[src/rtl/rom_loader.sv]
// rom_loader: receives a framed byte stream (word count, payload, checksum)
// and writes the payload into a word-addressed memory, holding the core in
// reset until a complete image with a correct checksum has been loaded.
// Optional feature macro: LOADER_VERIFY_EN adds a read-back check of every
// written word; without it r_addr_o is tied to zero and r_data_i is unused.
module rom_loader #(
   parameter int unsigned ROM_DEPTH_BIT_LEN = 12,
   parameter logic [31:0] BASE_ADDR         = 32'h0000_0000
) (
   input  logic        clk,
   input  logic        rst,
   input  logic        byte_valid_i,
   input  logic [7:0]  byte_data_i,
   output logic        byte_ready_o,
   output logic        w_en_o,
   output logic [31:0] w_addr_o,
   output logic [31:0] w_data_o,
   output logic [3:0]  w_sel_o,
   output logic [31:0] r_addr_o,
   input  logic [31:0] r_data_i,
   output logic        busy_o,
   output logic        done_o,
   output logic        err_o,
   output logic        cpu_hold_o
);

   localparam int unsigned IDX_W     = ROM_DEPTH_BIT_LEN + 1;
   localparam logic [32:0] ROM_WORDS = 33'(1) << ROM_DEPTH_BIT_LEN;

   typedef enum logic [2:0] {
      S_IDLE,
      S_LEN,
      S_DATA,
      S_WRITE,
`ifdef LOADER_VERIFY_EN
      S_VERIFY,
`endif
      S_CSUM,
      S_DONE,
      S_ERR
   } state_e;

   state_e             state_q;
   logic [1:0]         cnt_q;
   logic [31:0]        len_q;
   logic [31:0]        word_q;
   logic [7:0]         sum_q;
   logic [IDX_W-1:0]   idx_q;
   logic               ready_q;
   logic               busy_q;
   logic               done_q;
   logic               err_q;
   logic               hold_q;
   logic               w_en_q;
   logic [3:0]         w_sel_q;
   logic [31:0]        w_addr_q;
   logic [31:0]        w_data_q;

   logic               byte_fire;
   logic [31:0]        len_d;
   logic [31:0]        word_d;
   logic [IDX_W-1:0]   idx_d;
   logic               idx_last_d;
   logic [31:0]        wr_addr_d;

   // Handshake and values completed by the byte currently on the bus.
   always_comb begin
      byte_fire  = byte_valid_i & ready_q;
      len_d      = {byte_data_i, len_q[23:0]};
      word_d     = {byte_data_i, word_q[23:0]};
      idx_d      = idx_q + IDX_W'(1);
      idx_last_d = (32'(idx_d) == len_q);
      wr_addr_d  = BASE_ADDR + (32'(idx_q) << 2);
   end

`ifdef LOADER_VERIFY_EN
   logic [31:0] r_addr_q;
   assign r_addr_o = r_addr_q;
`else
   logic unused_r_data;
   assign unused_r_data = ^r_data_i;
   assign r_addr_o      = 32'h0;
`endif

   // Frame-parsing FSM with all outputs registered alongside the state.
   always_ff @(posedge clk) begin
      if (rst) begin
         state_q  <= S_IDLE;
         cnt_q    <= 2'd0;
         len_q    <= 32'h0;
         word_q   <= 32'h0;
         sum_q    <= 8'h0;
         idx_q    <= '0;
         ready_q  <= 1'b1;
         busy_q   <= 1'b0;
         done_q   <= 1'b0;
         err_q    <= 1'b0;
         hold_q   <= 1'b1;
         w_en_q   <= 1'b0;
         w_sel_q  <= 4'h0;
         w_addr_q <= 32'h0;
         w_data_q <= 32'h0;
`ifdef LOADER_VERIFY_EN
         r_addr_q <= 32'h0;
`endif
      end else begin
         w_en_q  <= 1'b0;
         w_sel_q <= 4'h0;
         case (state_q)
            S_IDLE: begin
               if (byte_fire) begin
                  len_q   <= {24'h0, byte_data_i};
                  cnt_q   <= 2'd1;
                  sum_q   <= 8'h0;
                  idx_q   <= '0;
                  busy_q  <= 1'b1;
                  state_q <= S_LEN;
               end
            end
            S_LEN: begin
               if (byte_fire) begin
                  len_q[{cnt_q, 3'b000} +: 8] <= byte_data_i;
                  cnt_q <= cnt_q + 2'd1;
                  if (cnt_q == 2'd3) begin
                     if (len_d == 32'h0) begin
                        state_q <= S_CSUM;
                     end else if ({1'b0, len_d} > ROM_WORDS) begin
                        ready_q <= 1'b0;
                        busy_q  <= 1'b0;
                        err_q   <= 1'b1;
                        state_q <= S_ERR;
                     end else begin
                        state_q <= S_DATA;
                     end
                  end
               end
            end
            S_DATA: begin
               if (byte_fire) begin
                  word_q[{cnt_q, 3'b000} +: 8] <= byte_data_i;
                  sum_q <= sum_q + byte_data_i;
                  cnt_q <= cnt_q + 2'd1;
                  if (cnt_q == 2'd3) begin
                     ready_q  <= 1'b0;
                     w_en_q   <= 1'b1;
                     w_sel_q  <= 4'hF;
                     w_addr_q <= wr_addr_d;
                     w_data_q <= word_d;
                     state_q  <= S_WRITE;
                  end
               end
            end
            S_WRITE: begin
`ifdef LOADER_VERIFY_EN
               r_addr_q <= w_addr_q;
               state_q  <= S_VERIFY;
`else
               idx_q   <= idx_d;
               ready_q <= 1'b1;
               state_q <= idx_last_d ? S_CSUM : S_DATA;
`endif
            end
`ifdef LOADER_VERIFY_EN
            S_VERIFY: begin
               if (r_data_i != w_data_q) begin
                  busy_q  <= 1'b0;
                  err_q   <= 1'b1;
                  state_q <= S_ERR;
               end else begin
                  idx_q   <= idx_d;
                  ready_q <= 1'b1;
                  state_q <= idx_last_d ? S_CSUM : S_DATA;
               end
            end
`endif
            S_CSUM: begin
               if (byte_fire) begin
                  ready_q <= 1'b0;
                  busy_q  <= 1'b0;
                  if (byte_data_i == sum_q) begin
                     done_q  <= 1'b1;
                     hold_q  <= 1'b0;
                     state_q <= S_DONE;
                  end else begin
                     err_q   <= 1'b1;
                     state_q <= S_ERR;
                  end
               end
            end
            S_DONE: begin
               state_q <= S_DONE;
            end
            S_ERR: begin
               state_q <= S_ERR;
            end
            default: begin
               ready_q <= 1'b0;
               busy_q  <= 1'b0;
               err_q   <= 1'b1;
               state_q <= S_ERR;
            end
         endcase
      end
   end

   assign byte_ready_o = ready_q;
   assign busy_o       = busy_q;
   assign done_o       = done_q;
   assign err_o        = err_q;
   assign cpu_hold_o   = hold_q;
   assign w_en_o       = w_en_q;
   assign w_sel_o      = w_sel_q;
   assign w_addr_o     = w_addr_q;
   assign w_data_o     = w_data_q;

endmodule
[config.mk]
export PLATFORM = sky130hd
export DESIGN_NAME = rom_loader
export DESIGN_NICKNAME = d
export VERILOG_FILES = /design/src/rtl/rom_loader.sv
export SDC_FILE = /design/constraint.sdc
export NUM_CORES = 1
export LEC_CHECK = 0
export ABC_AREA = 0
export CELL_PAD_IN_SITES_DETAIL_PLACEMENT = 1
export CELL_PAD_IN_SITES_GLOBAL_PLACEMENT = 2
export CORE_UTILIZATION = 36
export DETAILED_ROUTE_END_ITERATION = 6
export DONT_BUFFER_PORTS = 1
export GPL_TIMING_DRIVEN = 1
export PLACE_DENSITY_LB_ADDON = 0.1
export SKIP_LAST_GASP = 1
export SLEW_MARGIN = 0
export SYNTH_ARGS = -nofsm -noshare
export SYNTH_HDL_FRONTEND = slang
export SYNTH_SLANG_ARGS = --single-unit
[constraint.sdc]
create_clock -name clk -period 2.95 [get_ports clk]
set_input_delay 0.4425 -clock clk [delete_from_list [all_inputs] [get_ports clk]]
set_output_delay 0.4425 -clock clk [all_outputs]
set_load 0.02 [all_outputs]
==> flow_metrics.py <==
metrics = {
    "die": {
        "fp.dieW_um": 135,
        "die_height_um": 135,
        "rows": 48,
        "core_area_mm2": 0.0173,
        "die_area_mm2": 0.0183,
        "start_util_pct": 36.9,
        "io-pin-count": 149,
    },
    "layout": {
        "final_common_cell": "nand2_1",
        "area_growth_syn_to_layout_pct": 9.53,
        "num-fill-cells": 2096,
        "nNetsFinal": 845,
        "layout-drive-gt1-share_pct": 7.73,
        "num_antenna_cells": 0,
        "final_cell_mix": "nand2_1 (148), dfxtp_1 (133), a21oi_1 (96)",
    },
    "timing": {
        "worst_slew_pin_slew_ns": 0.932,
        "finalCritPeriodShare_pct": 80.0,
        "fin_crit_ns": 2.36,
        "final-hold-violation-count": 0,
        "timing.final.max_slew_violations": 0,
        "clock_skew_ns": 0.00750,
        "slew_headroom_pct": 37.8,
        "finalSetupViolations": 0,
        "fin_ws_ns": 0.591,
        "tns_ns": 0,
        "fmax_mhz": 424,
        "hold_slack_ns": 0.0773,
        "rsz0062_at_grt": "false",
    },
    "clocking": {
        "clock-sinks": 133,
        "hold_buffers": 0,
        "clkTransAtPathRegs_ns": 0.06,
        "h-tree-depth": 4,
        "root_buffer": "clkbuf_16",
        "cts_tree": "yes",
        "cts_setup_buffers": 0,
        "insertion_delay_ns": 0.43,
        "clockBufferDepth": 2,
        "cts_made_buffers": 17,
        "post_cts_resize_count": 0,
    },
    "critical_path": {
        "crit_arrival_ns": 2.66,
        "path_cells": "buf_4 -> ha_1 -> xnor2_1 -> nand4_1 -> a2111oi_0 -> nand4_1 -> nor4_2 -> a21oi_1",
        "crit_cells": 8,
        "cp_max_fo": 7,
        "worst_path_largest_cell_delay_ns": 0.49,
        "r2r_cells": 8,
        "endpoint_kind": "flop",
        "cpLargestDelayFamily": "simple AND/OR/NAND/NOR gates",
        "cp.required_ns": 3.25,
        "startpoint_type": "flop",
        "critPathKind": "reg2reg",
        "cp_common_cell": "nand4_1",
        "crit_buf_inv": 1,
        "crit_path_top_delay_cell": "a2111oi_0",
    },
    "yosys": {
        "synth-main-ff-cell": "dfxtp_1",
        "async_flop_share_pct": 0,
        "synth_edf_count": 0,
        "syn_inst": 811,
        "syn_avg_cell_area_um2": 7.87,
        "yosysSeqAreaShare_pct": 41.7,
        "synth_area_mm2": 0.00638,
        "yosys_warnings": 0,
        "yosys_register_bits": 133,
        "synth_cell_type_count": 59,
    },
    "global_route": {
        "grt_pass1_vias": 5546,
        "met1_usage_pct": 27.3,
        "grt_busiest_layer": "met2",
        "grtUsageTotal_pct": 21.3,
        "grt_max_degree": 141,
        "met3_usage_pct": 4.53,
        "antenna_found_initial": 0,
        "grt-ovfl-total": 0,
        "use_met2_pct": 34.7,
        "grt_pass1_wl_um": 29700,
    },
    "power_and_ir_drop": {
        "finalPower_mw": 4.52,
        "switching_share_pct": 25.5,
        "switching_power_mw": 1.15,
        "seq_power_share_pct": 41.1,
        "clockPowerShare_pct": 51.3,
        "ir_drop_mv": 0.439,
        "combPwrFrac_pct": 7.6,
        "p_per_area_mw_per_mm2": 647,
        "p_leak_nw": 2.51,
        "p_int_mw": 3.37,
    },
    "detailed_routing": {
        "wl_um": 18800,
        "drt-wirelength-per-cell_um": 18.3,
        "antenna_left": 0,
        "remaining_drc_errors": 0,
        "vias": 5484,
        "drt_iter0_markers": 295,
        "viasPerCell": 5.34,
        "firstDrtPassIters": 4,
    },
    "status": {
        "status": "finished, final reports clean",
    },
    "worst_hold_path": {
        "min_path_cells": 1,
        "hold_path.class": "in2reg",
    },
    "place": {
        "port_buffers": 0,
        "dp_hpwl_um": 12600,
        "routabilityCongestion": 0.788,
        "dp_slack_ns": 0.563,
    },
    "run": {
        "maxCapViolCount": 0,
    },
}
-- sequential cells by signal (all words and copies together) (netlist names) --
| register | flops |
|---|---|
| idx_q | 13 |
| len_q | 32 |
| w_addr_o | 13 |
| busy_o | 1 |
| w_sel_o | 1 |
| done_o | 1 |
| state_q | 3 |
| cpu_hold_o | 1 |
| word_q | 24 |
| sum_q | 8 |
| w_data_o | 32 |
| err_o | 1 |
| byte_ready_o | 1 |
| cnt_q | 2 |
-- path summary, 6_finish.rpt --
kind | start | end | slack (ns)
max | idx_q[1] | state_q[1] | 0.59
min | rst | err_o | 0.08
min reg2reg | word_q[6] | w_data_o[6] | 0.45
max reg2reg | idx_q[1] | state_q[1] | 0.59
-- metal layers --
metal	up-vias	share of wire (%)
li1	2670	-
met3	21	4.5
met2	119	48
met4	0	1.4
met5	-	0
met1	2674	46
-- cell usage after synthesis (all sizes together) (3+ instances only) --
cell type	n	area (um^2)
a2111oi	3	26.3
a211oi	3	22.5
a21o	3	22.5
a21oi	96	480
a22oi	36	270
a311oi	4	35.0
a31oi	5	31.3
and3	9	56.3
buf	70	489
clkbuf	39	146
dfxtp	133	2660
ha	12	150
inv	12	45.0
nand2	150	566
nand3	34	175
nand3b	4	30.0
nand4	12	75.1
nor2	68	263
nor2b	5	31.3
nor3	18	101
nor3b	4	35.0
nor4	15	100
o21a	3	22.5
o21ai	24	120
or3	5	31.3
xnor2	8	70.1
xor2	9	78.8
-- area by class of cell --
| type | count | area [um^2] | area share [%] |
|---|---|---|---|
| multi-input combinational | 607 | 3230 | 46.2 |
| tap | 225 | 282 | 4.03 |
| clock buffer | 18 | 439 | 6.28 |
| timing repair buffer | 18 | 135 | 1.93 |
| inverter | 12 | 45.0 | 0.644 |
| sequential | 133 | 2660 | 38.1 |
| clock inverter | 14 | 198 | 2.83 |
-- power groups by stage --
| stage | logic, mW | clock network [mW] | registers (mW) |
|---|---|---|---|
| floorplan | 0.359 | 0 | 1.88 |
| global placement | 0.332 | 0 | 1.90 |
| detailed placement | 0.342 | 0 | 1.90 |
| CTS | 0.344 | 2.37 | 1.86 |
| global route | 0.383 | 2.46 | 1.86 |
| finish | 0.344 | 2.32 | 1.86 |
-- through the flow --
stage	cells	area [um^2]	utilization, %
3_3_place_gp	995	6350	36.7
6_report	1027	6990	40.4
2_1_floorplan	861	6570	-
4_1_cts	1027	6990	40.4
5_1_grt	1027	6990	40.4
3_5_place_dp	995	6350	36.7
-- logic make-up after synthesis --
logic type	share of synthesized area (%)
flops	41.7
xor+xnor	2.33
fa+ha+maj	2.67
buf+inv	10.7
mux	0.333
simple gates	24.2
other cells	0.0587
compound gates	18.1
Note: power is estimated with default switching activity, not from simulation.
